### config.mk
export PLATFORM = sky130hd
export DESIGN_NAME = palette_player_attack_encoder
export DESIGN_NICKNAME = d
export VERILOG_FILES = /design/src/rtl/palette_player_attack_encoder.sv
export SDC_FILE = /design/constraint.sdc
export NUM_CORES = 1
export LEC_CHECK = 0
export CAP_MARGIN = 20
export CORE_MARGIN = 3
export CORE_UTILIZATION = 40
export DETAILED_ROUTE_END_ITERATION = 8
export GPL_ROUTABILITY_DRIVEN = 1
export GPL_TIMING_DRIVEN = 0
export PLACE_DENSITY_LB_ADDON = 0.05
export SYNTH_ARGS = -nofsm -noshare
export SYNTH_HDL_FRONTEND = slang
export SYNTH_SLANG_ARGS = --single-unit
### constraint.sdc
create_clock -name Clk -period 7 [get_ports Clk]
set_clock_uncertainty 0.1 [all_clocks]
set_input_delay 0.7 -clock Clk [delete_from_list [all_inputs] [get_ports Clk]]
set_output_delay 0.7 -clock Clk [all_outputs]
set_load 0.02 [all_outputs]
### src/rtl/palette_player_attack_encoder.sv
// ---------------------------------------------------------------------------
// palette_player_attack_encoder
//
// Converts a 24-bit RGB pixel into the 4-bit index of the nearest entry in
// the fixed player-attack palette. This is the reverse of the palette lookup.
// The sprite-capture/recolour path uses it to re-encode pixels into the
// sprite ROM index format.
//
// The search is sequential and evaluates one palette entry per clock. The
// distance metric is the Manhattan distance |dR|+|dG|+|dB|. Its maximum is
// 765, so it fits in 10 bits without overflow. When two entries are equally
// close, the lower index wins. With EARLY_EXIT=1 the search stops at the
// first exact match.
//
// Parameters:
//   NUM_ENTRIES  number of palette entries searched (1..7)
//   EARLY_EXIT   1: finish the search as soon as the distance is zero
//
// Ports:
//   Clk        system clock, rising edge
//   Reset      asynchronous, active-high reset
//   in_valid   in_rgb holds a pixel
//   in_ready   encoder can accept a pixel (high only while idle)
//   in_rgb     pixel, [23:16]=R, [15:8]=G, [7:0]=B
//   out_valid  result is available (high only in DONE)
//   out_ready  consumer accepts the result
//   out_index  nearest palette index
//   out_dist   distance from the pixel to the chosen entry
// ---------------------------------------------------------------------------
module palette_player_attack_encoder #(
    parameter int NUM_ENTRIES = 7,
    parameter bit EARLY_EXIT  = 1'b1
) (
    input  logic        Clk,
    input  logic        Reset,
    input  logic        in_valid,
    output logic        in_ready,
    input  logic [23:0] in_rgb,
    output logic        out_valid,
    input  logic        out_ready,
    output logic [3:0]  out_index,
    output logic [9:0]  out_dist
);

    localparam logic [1:0] ST_IDLE   = 2'd0;
    localparam logic [1:0] ST_SEARCH = 2'd1;
    localparam logic [1:0] ST_DONE   = 2'd2;

    localparam logic [2:0] LAST_PTR = 3'(NUM_ENTRIES - 1);

    // Fixed player-attack palette. It must stay in step with the forward
    // lookup ROM.
    function automatic logic [23:0] palette_entry(input logic [2:0] idx);
        logic [23:0] rgb;
        case (idx)
            3'd0:    rgb = 24'hFF4295;
            3'd1:    rgb = 24'h321A07;
            3'd2:    rgb = 24'hC7AB62;
            3'd3:    rgb = 24'hAE3F00;
            3'd4:    rgb = 24'h756332;
            3'd5:    rgb = 24'hF6F2CF;
            3'd6:    rgb = 24'hA08548;
            default: rgb = 24'h000000;
        endcase
        return rgb;
    endfunction

    // |a-b| of two 8-bit channels. Both operands are widened to a signed
    // 10-bit value, so the difference cannot wrap.
    function automatic logic [9:0] chan_absdiff(input logic [7:0] a,
                                                input logic [7:0] b);
        logic signed [9:0] diff;
        logic signed [9:0] mag;
        diff = signed'({2'b00, a}) - signed'({2'b00, b});
        mag  = (diff < 0) ? -diff : diff;
        return unsigned'(mag);
    endfunction

    // Manhattan distance between two RGB888 pixels. The worst case is
    // 3*255 = 765.
    function automatic logic [9:0] rgb_dist(input logic [23:0] p,
                                            input logic [23:0] q);
        return chan_absdiff(p[23:16], q[23:16])
             + chan_absdiff(p[15:8],  q[15:8])
             + chan_absdiff(p[7:0],   q[7:0]);
    endfunction

    logic [1:0]  state;
    logic [23:0] pix_p0;      // pixel latched at accept
    logic [2:0]  ptr;         // entry evaluated on the next edge
    logic [9:0]  best_dist;
    logic [3:0]  best_idx;

    logic [9:0]  cand_dist;
    logic        cand_better;
    logic [9:0]  nxt_dist;
    logic [3:0]  nxt_idx;
    logic        search_last;

    // Search stage: compare the latched pixel against entry ptr.
    always_comb begin
        cand_dist   = rgb_dist(pix_p0, palette_entry(ptr));
        // Strict compare keeps the earlier (lower) index on a tie.
        cand_better = (cand_dist < best_dist);
        nxt_dist    = cand_better ? cand_dist : best_dist;
        nxt_idx     = cand_better ? {1'b0, ptr} : best_idx;
        search_last = (ptr == LAST_PTR) || (EARLY_EXIT && (cand_dist == 10'd0));
    end

    assign in_ready  = (state == ST_IDLE);
    assign out_valid = (state == ST_DONE);

    always_ff @(posedge Clk or posedge Reset) begin
        if (Reset) begin
            state     <= ST_IDLE;
            pix_p0    <= '0;
            ptr       <= '0;
            best_dist <= '0;
            best_idx  <= '0;
            out_index <= '0;
            out_dist  <= '0;
        end else begin
            case (state)
                ST_IDLE: begin
                    if (in_valid) begin
                        pix_p0    <= in_rgb;
                        ptr       <= '0;
                        best_dist <= 10'h3FF;
                        best_idx  <= '0;
                        state     <= ST_SEARCH;
                    end
                end
                ST_SEARCH: begin
                    best_dist <= nxt_dist;
                    best_idx  <= nxt_idx;
                    if (search_last) begin
                        // The result includes the entry judged on this edge.
                        out_index <= nxt_idx;
                        out_dist  <= nxt_dist;
                        state     <= ST_DONE;
                    end else begin
                        ptr <= ptr + 3'd1;
                    end
                end
                ST_DONE: begin
                    if (out_ready) begin
                        state <= ST_IDLE;
                    end
                end
                default: state <= ST_IDLE;
            endcase
        end
    end

endmodule

---- Word-level counts from Yosys, hierarchy flattened ----
Index checks and enable logic that the tools add are counted.
word-level totals
  flip-flop bits (word level) ............. 57
cells by class
  add/sub/neg operators ................... 9
  magnitude comparators ................... 4
  equal/unequal tests ..................... 12
  muxes and demuxes ....................... 17
  reduce and logical (&&, ||, !) cells .... 10
operator list
  cell                                                         count
  one-hot mux 24 bit (7 select lines)                          1
  2-to-1 mux 10 bit                                            5
  negator 9 -> 10 bit                                          3
  less-than comparator 9 x 1 -> 1 bit (second input constant)  3
  subtractor 8 x 8 -> 9 bit                                    3
  adder 10 bit                                                 2
  one-hot mux 10 bit (2 select lines)                          1
  logical NOT 10 bit                                           1
  less-than comparator 10 bit                                  1
  equality test 3 bit (second input constant)                  3
  2-to-1 mux 4 bit                                             2
  one-hot mux 4 bit (2 select lines)                           1
  equality test 3 x 2 -> 1 bit (second input constant)         2
  2-to-1 mux 2 bit                                             3
  2-to-1 mux 3 bit                                             2
  inequality test 2 bit (second input constant)                3
  one-hot mux 2 bit (3 select lines)                           1
  one-hot mux 3 bit (2 select lines)                           1
  AND reduction 2 bit                                          3
  AND reduction 3 bit                                          2
  adder 3 x 1 -> 3 bit (second input constant)                 1
  equality test 3 x 1 -> 1 bit (second input constant)         1
  logical NOT 3 bit                                            1
  equality test 2 x 1 -> 1 bit (second input constant)         1
  other kinds (5)                                              5

---- Logic depth before layout (Yosys ltp) ----
  depth in word-level cells ............... 11
  mapped depth ............................ 34

---- Worst setup path after synthesis ----
No wires, ideal clock.
  kind .................................... reg-to-reg
  start ................................... register ptr[1]
  end ..................................... register out_index[0]
  setup time .............................. 0.125 ns
  data arrival time ....................... 6.541 ns
  setup slack ............................. 0.233 ns
  stages on the path, launching flop included .. 31
  path buffers ............................ 3
  path through ............................ dfrtp_1 inv_1 ha_1 clkbuf_1 nor2_1 inv_1 ha_1 inv_1 fa_1 a21oi_1 o21ai_0 o21ai_0 or3b_2 o21ai_0 a31oi_1 xnor2_1 fa_1 inv_1 ha_1 clkbuf_1 nand3_1 a211oi_1 mux2i_1 a2111oi_2 ha_1 nand4_1 nor3_1 a211oi_1 buf_4 mux2_2 mux2_4
on the way
  cells in the longest elaborated chain, start to end .. 10
  elaborated cells on any way between the ends .. 27
  those cells by class .................... 8 x add/sub; 4 x order compare; 6 x eq/ne; 5 x mux; 4 x reduce/logical
ends and longest elaborated chain
  what                                                                          line  RTL
  from (decl)                                                                   90    logic [2:0] ptr;
  from (signal assigned)                                                        142   ptr <= ptr + 3'd1;
  parallel branches: the longest is 10 deep, another holds negator 9 -> 10 bit  --
  to (signal assigned)                                                          138   out_index <= nxt_idx;
  to (decl)                                                                     41    output logic [3:0] out_index,
Several ways; the timed one is not identified.
A chain may end at the register's enable or synchronous reset.

---- Worst setup path in the final report ----
  start ................................... register ptr[1]
  end ..................................... register out_dist[4]
on the way
  cells in the longest elaborated chain, start to end .. 10
  elaborated cells on any way between the ends .. 27
  those cells by class .................... 8 x add/sub; 4 x order compare; 6 x eq/ne; 5 x mux; 4 x reduce/logical
ends and longest elaborated chain
  what                                                                          line  RTL
  parallel branches: the longest is 10 deep, another holds negator 9 -> 10 bit  --
  to (signal assigned)                                                          139   out_dist <= nxt_dist;
  to (decl)                                                                     42    output logic [9:0] out_dist
Several ways; the timed one is not identified.

==> parameters.txt <==
Parameter                              Value

Timing
  Pins over their slew limit ... 0
  Setup violations, final ... 0
  Count of final hold-check violations ... 0
  Min Hold Slack ... 0.382 ns
  Final setup slack of the worst path ... 0.359 ns
  Shortest clock period the worst path allows after layout ... 6.64 ns
  Fmax ... 0.151 GHz
  Worst max-slew margin expressed relative to the limit ... 54.0%
  Transition at the pin with the smallest max-transition slack ... 0.689 ns
  Fin crit share ... 94.9%

Global routing
  Global routing usage on met2 ... 29.1%
  Met3 layer usage reported by global route ... 3.60%
  Remaining global-route overflow ... 0
  Most used routing layer ... met2
  Largest net degree at the start of global routing ... 34
  Via count of the first global-routing pass ... 4,000
  First-pass GRT wire length ... 20,100 um
  Antenna violations before repair ... 0
  Total GRT Usage ... 19.0%
  Global routing usage on met1 ... 27.6%

Detailed routing
  Per-cell via count in the routed design ... 5.18
  DR pass1 iterations ... 4
  Number of remaining DRC errors ... 0
  Final ANT Viol Nets ... 0
  Total via count in the routed design ... 4,130
  Overall routed net length ... 12,200 um
  DRC marker count from the first detailed-route iteration ... 271
  Average wire per cell in the routed design ... 15.3 um

Final layout
  Number of antenna diodes ... 0
  Fraction of layout cells with a size suffix above 1 ... 15.0%
  Fin nets ... 744
  Number of cells in the finished layout apart from fillers ... 798
  P&R area growth vs syn ... 24.1%

Setup path
  WP data required ... 7.12 ns
  Worst r2r src ... ptr[1]$_DFFE_PP0P_
  Critical path's most frequent cell ... inv_1
  Worst reg2reg path endpoint ... out_dist[4]$_DFFE_PP0P_
  Setup slack on the worst flop-to-flop path ... 0.36 ns
  Category of the worst setup path launch point ... flip-flop
  Critical path class ... flip-flop to flip-flop
  Number of buffers and inverters on the critical path ... 5
  Category of cells accounting for the largest share of critical-path delay ... simple AND/OR/NAND/NOR gates
  Capture point of the worst path ... out_dist[4]$_DFFE_PP0P_
  Critical path capture point type ... flip-flop
  Maximum fanout encountered on the critical timing path ... 6
  Crit. path cell count ... 26
  Peak per-stage delay on the critical path ... 0.55 ns
  Beginning of the critical path ... ptr[1]$_DFFE_PP0P_
  Slowest-stage cell, CP ... fa_2
  Depth of the worst register-to-register path ... 26
  Arrival @ worst endpoint ... 6.76 ns

Clock network
  Level count of the clock H-tree ... 3
  TritonCTS clock tree ... done
  Clock-pin transition on the worst setup and hold timing paths ... 0.06 ns
  Clock insertion delay at the later pin of the skew report ... 0.33 ns
  Cell at the root of the clock tree ... clkbuf_16
  Clock tree buffer depth ... 2
  CTS sink count ... 57
  Number of buffers created by CTS ... 9
  Total of hold buffers inserted after clock tree synthesis ... 0

Synthesis
  Share of async-settable or async-resettable flops after synthesis ... 100%
  Biggest area contributors in the synthesized netlist ... dfrtp_1, ha_1, nand2_1
  Dominant cell type by area after synthesis ... dfrtp_1
  Most instantiated cells after synthesis ... nand2_1, dfrtp_1, ha_1
  EDFF count, synth ... 0
  Mux cell area share after synthesis ... 6.24%
  Simple-gate share of the synthesized area ... 20.6%
  XOR/XNOR Fraction of Synth Area ... 5.86%
  Primary flip-flop cell chosen by synthesis mapping ... dfrtp_1
  Share of the yosys chip area belonging to registers ... 28.9%
  Fraction of post-synthesis cell area in the top cell type by area ... 28.9%
  Synthesized area ... 0.00493 mm2
  Library cells used by synthesis ... 50
  #FFs+latches synth ... 57
  Synth Instances ... 586
  Main combinational cell family by area after synthesis ... simple AND/OR/NAND/NOR gates
  Most common cell in the synthesized netlist ... nand2_1
  Avg Inst Size Synth ... 8.42 um2
  Post-synth net total ... 680
  Post-synthesis adder-cell area fraction ... 18.7%
  Number of synthesis warnings ... 0
  Share of the synthesized area in compound gates (AO/OA/AOI/OAI) ... 14.1%

Placed design
  Worst-case setup slack after placement ... -1.48 ns
  Total instance count after detailed placement ... 773
  Final HPWL from detailed placement ... 9570 um
  Placer Congestion ... 0.890
  Number of buffers added on ports ... 43

Floorplan
  Starting density of the core ... 42.1%
  Placeable Area ... 0.0117 mm2
  Total number of placement rows ... 39
  Vertical die dimension ... 117 um
  Die Span X ... 117 um
  Ports ... 44
  Area of the die ... 0.0137 mm2

Status
  Result of the run ... finished, final reports clean

Min path
  Hold WC Path Type ... flip-flop to flip-flop

Job
  Max-cap viol count ... 0
==> cell type report <==
class / instances / area (um2)
Clock inverter: 5 / 31.3
Clock buffer: 11 / 243
Buffer: 16 / 108
Multi-Input combinational cell: 462 / 3410
Sequential cell: 57 / 1430
Fill cell: 1134 / 5590
Timing Repair Buffer: 55 / 533
Inverter: 49 / 189
Tap cell: 143 / 179
==> cells in the final DEF, fill, tap and decap left out, drive strengths merged, types with 5 or more instances in the layout <==
cell type and n:
xor2 20, nand3 8, o21ai 46, a21oi 20, inv 49, a21o 6
ha 53, clkdlybuf4s50 43, mux2i 6, mux2 19, o21a 9, nor2b 15
dfrtp 57, nor3 5, nor2 52, buf 18, fa 13, o31a 5
xnor2 13, nand2b 10, clkbuf 21, a211oi 5, nand2 117
==> worst min path at each step <==
stage,slack [ns],start,cells after the start,end
2_1_floorplan,0.35,pix_p0[10]$_DFFE_PP0P_,2,pix_p0[10]$_DFFE_PP0P_
3_3_place_gp,0.37,pix_p0[3]$_DFFE_PP0P_,2,pix_p0[3]$_DFFE_PP0P_
4_1_cts,0.39,pix_p0[3]$_DFFE_PP0P_,2,pix_p0[3]$_DFFE_PP0P_
3_5_place_dp,0.37,pix_p0[3]$_DFFE_PP0P_,2,pix_p0[3]$_DFFE_PP0P_
6_report,0.38,pix_p0[3]$_DFFE_PP0P_,2,pix_p0[3]$_DFFE_PP0P_
5_1_grt,0.41,pix_p0[20]$_DFFE_PP0P_,2,pix_p0[20]$_DFFE_PP0P_
==> worst min-delay path: cells and delay by family (launching register included) <==
family / cells / cell delay, ns
simple gates: 2 / 0.11
flops: 1 / 0.34
==> registers in the layout (all words and copies together) (netlist names) <==
register   cells
ptr            3
out_dist      10
state          2
pix_p0        24
best_idx       4
best_dist     10
out_index      4
==> logic make-up (layout without fill, tap and decap cells) <==
family / after synthesis / after routing
mux: 25 / 25
flops: 57 / 57
buf+inv: 67 / 136
compound gates: 109 / 109
simple gates: 229 / 229
xor+xnor: 33 / 33
fa+ha+maj: 66 / 66
==> stage by stage <==
| stage | utilization [%] | setup TNS (ns) | area, um2 |
|---|---|---|---|
| floorplan | - | 0 | 4930 |
| global placement | 47.3 | -31.13 | 5540 |
| detailed placement | 47.5 | -33.48 | 5560 |
| CTS | 50.8 | 0 | 5950 |
| global route | 52.3 | -0.0380 | 6120 |
| finish | 52.3 | 0 | 6120 |
==> routing by layer <==
metal | part of all wire, % | wire [um]
met5 | 0 | 0
met4 | 1.1 | 137
met2 | 45 | 5510
met1 | 51 | 6180
met3 | 3.2 | 392
==> what timing repair did <==
action,in CTS,in global routing
gates resized for setup,26,39
setup endpoints to repair,30,30
pin swaps,5,6
setup buffers,6,5
hold endpoints to repair,0,0
Power is left out: the tool's default activity adds up to more than one toggle a clock period on the data nets, which glitch-free logic cannot reach.
